### src/rtl/fmul_arbiter.sv
// rtl/fmul_arbiter.sv - round-robin arbiter sharing one two-stage FP32 multiplier among N requesters

module fmul (
    input  logic [31:0] a,
    input  logic [31:0] b,
    output logic [31:0] result,
    output logic        error,
    output logic        overflow
);
    logic        sign;
    logic [7:0]  ea;
    logic [7:0]  eb;
    logic        a_nan, b_nan, a_inf, b_inf, a_zero, b_zero;
    logic [23:0] ma;
    logic [23:0] mb;
    logic [47:0] prod;
    logic        norm;
    logic [22:0] frac;
    logic [9:0]  exp_raw;
    logic [9:0]  exp_out;
    logic        unused_bits;

    always_comb begin
        sign    = a[31] ^ b[31];
        ea      = a[30:23];
        eb      = b[30:23];
        a_nan   = (ea == 8'hFF) && (a[22:0] != 23'd0);
        b_nan   = (eb == 8'hFF) && (b[22:0] != 23'd0);
        a_inf   = (ea == 8'hFF) && (a[22:0] == 23'd0);
        b_inf   = (eb == 8'hFF) && (b[22:0] == 23'd0);
        // Subnormal operands are flushed to zero.
        a_zero  = (ea == 8'h00);
        b_zero  = (eb == 8'h00);
        ma      = {1'b1, a[22:0]};
        mb      = {1'b1, b[22:0]};
        prod    = {24'd0, ma} * {24'd0, mb};
        norm    = prod[47];
        frac    = norm ? prod[46:24] : prod[45:23];
        exp_raw = {2'b00, ea} + {2'b00, eb} + {9'd0, norm};
        exp_out = exp_raw - 10'd127;
        error    = 1'b0;
        overflow = 1'b0;
        if (a_nan || b_nan || (a_inf && b_zero) || (a_zero && b_inf)) begin
            result = {sign, 8'hFF, 23'h400000};
            error  = 1'b1;
        end else if (a_inf || b_inf) begin
            result = {sign, 8'hFF, 23'd0};
        end else if (a_zero || b_zero) begin
            result = {sign, 31'd0};
        end else if (exp_raw >= 10'd382) begin
            result   = {sign, 8'hFF, 23'd0};
            overflow = 1'b1;
        end else if (exp_raw <= 10'd127) begin
            result = {sign, 31'd0};
        end else begin
            result = {sign, exp_out[7:0], frac};
        end
    end

    assign unused_bits = ^{prod[22:0], exp_out[9:8]};
endmodule

module fmul_arbiter #(
    parameter int N   = 4,
    parameter int IDW = $clog2(N)
) (
    input  logic              clk,
    input  logic              rst_n,
    input  logic [N-1:0]      req_valid,
    output logic [N-1:0]      req_ready,
    input  logic [32*N-1:0]   req_a,
    input  logic [32*N-1:0]   req_b,
    output logic              resp_valid,
    input  logic              resp_ready,
    output logic [IDW-1:0]    resp_id,
    output logic [31:0]       resp_result,
    output logic              resp_error,
    output logic              resp_overflow
);
    localparam logic [IDW:0]   N_W  = (IDW+1)'(N);
    localparam logic [IDW-1:0] LAST = IDW'(N-1);

    logic           s1_valid_q, s1_valid_d;
    logic [IDW-1:0] s1_id_q, s1_id_d;
    logic [31:0]    s1_a_q, s1_a_d;
    logic [31:0]    s1_b_q, s1_b_d;
    logic [IDW-1:0] rr_ptr_q, rr_ptr_d;
    logic           resp_valid_q, resp_valid_d;
    logic [IDW-1:0] resp_id_q, resp_id_d;
    logic [31:0]    resp_result_q, resp_result_d;
    logic           resp_error_q, resp_error_d;
    logic           resp_overflow_q, resp_overflow_d;

    logic [31:0]    a_arr [N];
    logic [31:0]    b_arr [N];
    logic [N-1:0]   grant;
    logic [IDW-1:0] grant_id;
    logic           found;
    logic [IDW:0]   sum;
    logic [IDW-1:0] idx;
    logic           s2_adv, s1_adv, accept;
    logic [31:0]    f_result;
    logic           f_error, f_overflow;

    fmul u_fmul (
        .a        (s1_a_q),
        .b        (s1_b_q),
        .result   (f_result),
        .error    (f_error),
        .overflow (f_overflow)
    );

    // Search upward from rr_ptr, wrapping modulo N; first valid requester wins.
    always_comb begin
        grant    = '0;
        grant_id = '0;
        found    = 1'b0;
        sum      = '0;
        idx      = '0;
        for (int k = 0; k < N; k++) begin
            a_arr[k] = req_a[32*k +: 32];
            b_arr[k] = req_b[32*k +: 32];
        end
        for (int k = 0; k < N; k++) begin
            sum = {1'b0, rr_ptr_q} + (IDW+1)'(k);
            if (sum >= N_W) sum = sum - N_W;
            idx = sum[IDW-1:0];
            if (!found && req_valid[idx]) begin
                found       = 1'b1;
                grant[idx]  = 1'b1;
                grant_id    = idx;
            end
        end
    end

    always_comb begin
        s2_adv    = ~resp_valid_q | resp_ready;
        s1_adv    = ~s1_valid_q | s2_adv;
        req_ready = rst_n ? (grant & {N{s1_adv}}) : '0;
        accept    = |req_ready;

        s1_valid_d      = s1_valid_q;
        s1_id_d         = s1_id_q;
        s1_a_d          = s1_a_q;
        s1_b_d          = s1_b_q;
        rr_ptr_d        = rr_ptr_q;
        resp_valid_d    = resp_valid_q;
        resp_id_d       = resp_id_q;
        resp_result_d   = resp_result_q;
        resp_error_d    = resp_error_q;
        resp_overflow_d = resp_overflow_q;

        if (s2_adv) begin
            resp_valid_d    = s1_valid_q;
            resp_id_d       = s1_id_q;
            resp_result_d   = f_result;
            resp_error_d    = f_error;
            resp_overflow_d = f_overflow;
        end
        if (s1_adv) begin
            s1_valid_d = accept;
            if (accept) begin
                s1_id_d = grant_id;
                s1_a_d  = a_arr[grant_id];
                s1_b_d  = b_arr[grant_id];
            end
        end
        if (accept) begin
            rr_ptr_d = (grant_id == LAST) ? '0 : grant_id + 1'b1;
        end
    end

    always_ff @(posedge clk) begin
        if (!rst_n) begin
            s1_valid_q      <= 1'b0;
            s1_id_q         <= '0;
            s1_a_q          <= '0;
            s1_b_q          <= '0;
            rr_ptr_q        <= '0;
            resp_valid_q    <= 1'b0;
            resp_id_q       <= '0;
            resp_result_q   <= '0;
            resp_error_q    <= 1'b0;
            resp_overflow_q <= 1'b0;
        end else begin
            s1_valid_q      <= s1_valid_d;
            s1_id_q         <= s1_id_d;
            s1_a_q          <= s1_a_d;
            s1_b_q          <= s1_b_d;
            rr_ptr_q        <= rr_ptr_d;
            resp_valid_q    <= resp_valid_d;
            resp_id_q       <= resp_id_d;
            resp_result_q   <= resp_result_d;
            resp_error_q    <= resp_error_d;
            resp_overflow_q <= resp_overflow_d;
        end
    end

    assign resp_valid    = resp_valid_q;
    assign resp_id       = resp_id_q;
    assign resp_result   = resp_result_q;
    assign resp_error    = resp_error_q;
    assign resp_overflow = resp_overflow_q;
endmodule

### config.mk
export PLATFORM = sky130hd
export DESIGN_NAME = fmul_arbiter
export DESIGN_NICKNAME = d
export VERILOG_FILES = /design/src/rtl/fmul_arbiter.sv
export SDC_FILE = /design/constraint.sdc
export NUM_CORES = 2
export LEC_CHECK = 0
export CAP_MARGIN = 5
export CELL_PAD_IN_SITES_DETAIL_PLACEMENT = 1
export CELL_PAD_IN_SITES_GLOBAL_PLACEMENT = 2
export CORE_MARGIN = 2
export CORE_UTILIZATION = 38
export DETAILED_ROUTE_END_ITERATION = 16
export GPL_TIMING_DRIVEN = 0
export MAX_ROUTING_LAYER = met4
export PLACE_DENSITY_LB_ADDON = 0.25
export SKIP_LAST_GASP = 1
export SLEW_MARGIN = 20
export SYNTH_ARGS = -nofsm -noshare
export SYNTH_HDL_FRONTEND = slang
export SYNTH_SLANG_ARGS = --single-unit
### constraint.sdc
create_clock -name clk -period 17.7 [get_ports clk]
set_input_delay 5.31 -clock clk [delete_from_list [all_inputs] [get_ports clk]]
set_output_delay 5.31 -clock clk [all_outputs]
set_load 0.01 [all_outputs]
==> impl_metrics.env <==
export IMPL_wl_per_cell_um=23.6
export IMPL_area_delta_synth_final_pct=17.7
export IMPL_cts_post_setup_buffers_inserted=0
export IMPL_drive_gt1_share_pct=1.50
export IMPL_vias=22400
export IMPL_finalNetCount=4325
export IMPL_leakage_nw=13.9
export IMPL_final_common_cell="nand2_1"
export IMPL_holdPathEnd="resp_result[20]"
export IMPL_hp_class="flip-flop to flip-flop"
export IMPL_crit_path_end_kind="output port"
export IMPL_power_total_w=0.00352
export IMPL_drv_cap=0
export IMPL_utilization_pct=44.9
export IMPL_crit_slowest_cell="clkdlybuf4s50_1"
export IMPL_cp_data_arrival_time_ns=7.99
export IMPL_syn_avg_cell_area_um2=8.12
export IMPL_dieArea_mm2=0.0679
export IMPL_p_switching_w=0.00209
export IMPL_synth_ff_type="dfxtp_1"
export IMPL_worst_pin_slew_ns=0.945
export IMPL_io_pins=304
export IMPL_coreArea_mm2=0.0655
export IMPL_p_int_w=0.00143
export IMPL_crit_buf_inv=2
export IMPL_clkLatencyLatePin_ns=0.39
export IMPL_r2r_cells=39
export IMPL_whs_path_depth=2
export IMPL_synth_area_mm2=0.0250
export IMPL_path_max_fanout=7
export IMPL_grt_overflow=0
export IMPL_ys_ff_latch=106
export IMPL_dp_hpwl_um=86400
export IMPL_min_period_ns=13.30
export IMPL_numPortBuffers=303
export IMPL_antenna_found_initial=11
export IMPL_max_freq_mhz=75.2
export IMPL_die_y_um=261
export IMPL_fin_worst_skew_ns=0.0144
export IMPL_synth_fp_nets=4011
export IMPL_ff_latch_area_mm2=0.00212
export IMPL_fillCellCount=7923
export IMPL_first_iter_violations=1223
export IMPL_crit_type="input port to output port"
export IMPL_avgViaCountPerCell=5.26
export IMPL_rsz0062_at_grt="no"
export IMPL_seqPwrFrac_pct=11.9
export IMPL_cts_repair_resized=0
export IMPL_outcome="finished clean"
export IMPL_final_area_mm2=0.0294
export IMPL_cpPeakStageDelay_ns=0.66
export IMPL_rrSetupSlack_ns=5.25
export IMPL_synth_edf_count=0
export IMPL_p_clk_share_pct=5.9
export IMPL_grt_max_degree=20
export IMPL_worstReg2RegEnd="resp_result[9]"
export IMPL_path_cells="clkdlybuf4s50_1 > mux4_2 > nor4b_2 > a22oi_1 > o21ai_0 > nor2b_2 > clkdlybuf4s50_1"
export IMPL_std_cell_rows=94
export IMPL_instances_no_fill=4268
export IMPL_numCtsBuffers=9
export IMPL_min_period_over_period_pct=75.1
export IMPL_ys_warn_count=0
export IMPL_hold_buffers=0
export IMPL_multi_input_area_mm2=0.0200
export IMPL_clk_pin_slew_ns=0.07
export IMPL_power_density_mw_per_mm2=119
export IMPL_placed_cell_area_mm2=0.0291
export IMPL_async_reset_ff_share_pct=0
export IMPL_setup_tns_ns=0
export IMPL_grt_pass1_wl_um=154000
export IMPL_cts_sinks=106
export IMPL_grt_usage_pct=31.7
export IMPL_r2r_start="s1_b_q[8]"
export IMPL_sw_frac_of_total_pct=59.4
export IMPL_synth_cell_types=79
export IMPL_grt_pass1_vias=25500
export IMPL_cts_root_buf="clkbuf_16"
export IMPL_vdd_ir_drop_worst_mv=0.0830
export IMPL_synthCells=3079
export IMPL_relSlewSlack_pct=37.0
export IMPL_cts_buffer_depth=2
export IMPL_setup_viol=0
export IMPL_final_cell_mix="671 x nand2_1, 575 x inv_1, 483 x fa_1"
export IMPL_cpLargestDelayFamily="buffers and inverters"
export IMPL_ant_nets=0
export IMPL_cts_htree_levels=3
export IMPL_routed_wl_um=101000
export IMPL_ys_seq_area_share_pct=8.49
export IMPL_min_delay_start="resp_result[20]"
export IMPL_final_max_slew_violation_count=0
export IMPL_p_comb_share_pct=82.1
export IMPL_required_ns=12.39
export IMPL_firstDrtPassIters=4
export IMPL_place_gp_congestion=0.956
export IMPL_cts_tree="yes"
export IMPL_crit_path_frequent_cell="clkdlybuf4s50_1"
export IMPL_hold_viol=0
export IMPL_start_util_pct=38.2
export IMPL_dp_cells=4246
export IMPL_drc=0
export IMPL_crit_path_start_kind="input port"
export IMPL_die_w_um=261
==> cell type report <==
| class | instances | area share [%] |
|---|---|---|
| multi-input combinational | 2216 | 68.0 |
| timing repair buffer | 303 | 10.3 |
| inverter | 579 | 7.39 |
| sequential | 106 | 7.21 |
| tap | 864 | 3.67 |
| buffer | 178 | 2.45 |
| clock buffer | 10 | 0.778 |
| clock inverter | 6 | 0.187 |
| antenna | 6 | 0.0510 |
==> through the flow <==
step | setup WS, ns | hold slack, ns
6_report | 4.40 | 0.460
5_1_grt | 4.27 | 0.487
4_1_cts | 4.41 | 0.471
3_5_place_dp | 4.43 | 0.450
3_3_place_gp | 4.53 | 0.443
2_1_floorplan | 5.81 | 0.431
==> power groups by stage <==
stage / clock (W) / sequential [W] / combinational [W]
global route: 0.000221 / 0.000426 / 0.00325
detailed placement: 0 / 0.000421 / 0.00290
floorplan: 0 / 0.000375 / 0.00184
finish: 0.000209 / 0.000420 / 0.00289
CTS: 0.000215 / 0.000416 / 0.00291
global placement: 0 / 0.000418 / 0.00280
==> registers in the layout, indices dropped and copies added, names as in the netlist, named ones only <==
signal and count:
resp_result 32, s1_a_q 32, s1_b_q 32, resp_id 2, s1_id_q 2, resp_error 1, resp_overflow 1, resp_valid 1
rr_ptr_q 1, s1_valid_q 1
==> cells in the mapped netlist, types with 8 or more instances <==
library cell	n	area share (%)
a21boi_0	56	1.7
a21boi_1	16	0.48
a21o_1	16	0.48
a21oi_1	44	0.88
a22oi_1	9	0.27
and2_1	217	5.4
and3_1	10	0.25
buf_2	9	0.18
clkbuf_1	161	2.4
dfxtp_1	106	8.5
fa_1	483	39
ha_1	186	9.3
inv_1	575	8.6
mux2i_1	19	0.76
nand2_1	671	10
nand3_1	210	4.2
nand4_1	10	0.25
nor2_1	51	0.77
nor2b_1	8	0.20
nor3_1	8	0.16
nor4_1	18	0.45
o21a_1	12	0.36
o21ai_0	50	1.0
xnor2_1	22	0.77
xor2_1	16	0.56
==> worst max-delay path by stage <==
stage                             from            to  slack [ns]  cells past startpoint
final                     req_valid[1]  req_ready[3]        4.40                      7
after floorplan           req_valid[2]  req_ready[3]        5.81                      5
after global placement    req_valid[1]  req_ready[3]        4.53                      7
after CTS                 req_valid[1]  req_ready[3]        4.41                      7
after detailed placement  req_valid[1]  req_ready[3]        4.43                      7
after global routing      req_valid[1]  req_ready[3]        4.27                      7
==> cells by family (layout without fill, tap and decap cells) <==
logic type               after synthesis  in the layout  synth area share [%]
AND/OR/NAND/NOR                     1225           1225                  22.5
buffers and inverters                757           1076                  11.6
adder cells (fa/ha/maj)              669            669                  48.0
AO/OA/AOI/OAI                        261            261                  7.14
flip-flops                           106            106                  8.49
XOR/XNOR                              39             39                  1.40
multiplexers                          22             22                 0.956
other                                  0              6                     0
==> layer usage <==
layer | GRT usage, % | share of wire, % | vias up
met3 | 3.13 | 3.8 | 187
met5 | - | 0 | -
met2 | 55.6 | 51 | 622
met4 | 14.3 | 5.3 | 0
met1 | 36.8 | 40 | 11600
li1 | - | - | 10000
==> worst min-delay path, delay by kind of cell (launching register included) <==
family	cells	cell delay, ns
flops	1	0.33
simple gates	1	0.05
compound gates	1	0.05
Power figures use the tool's default switching activity.
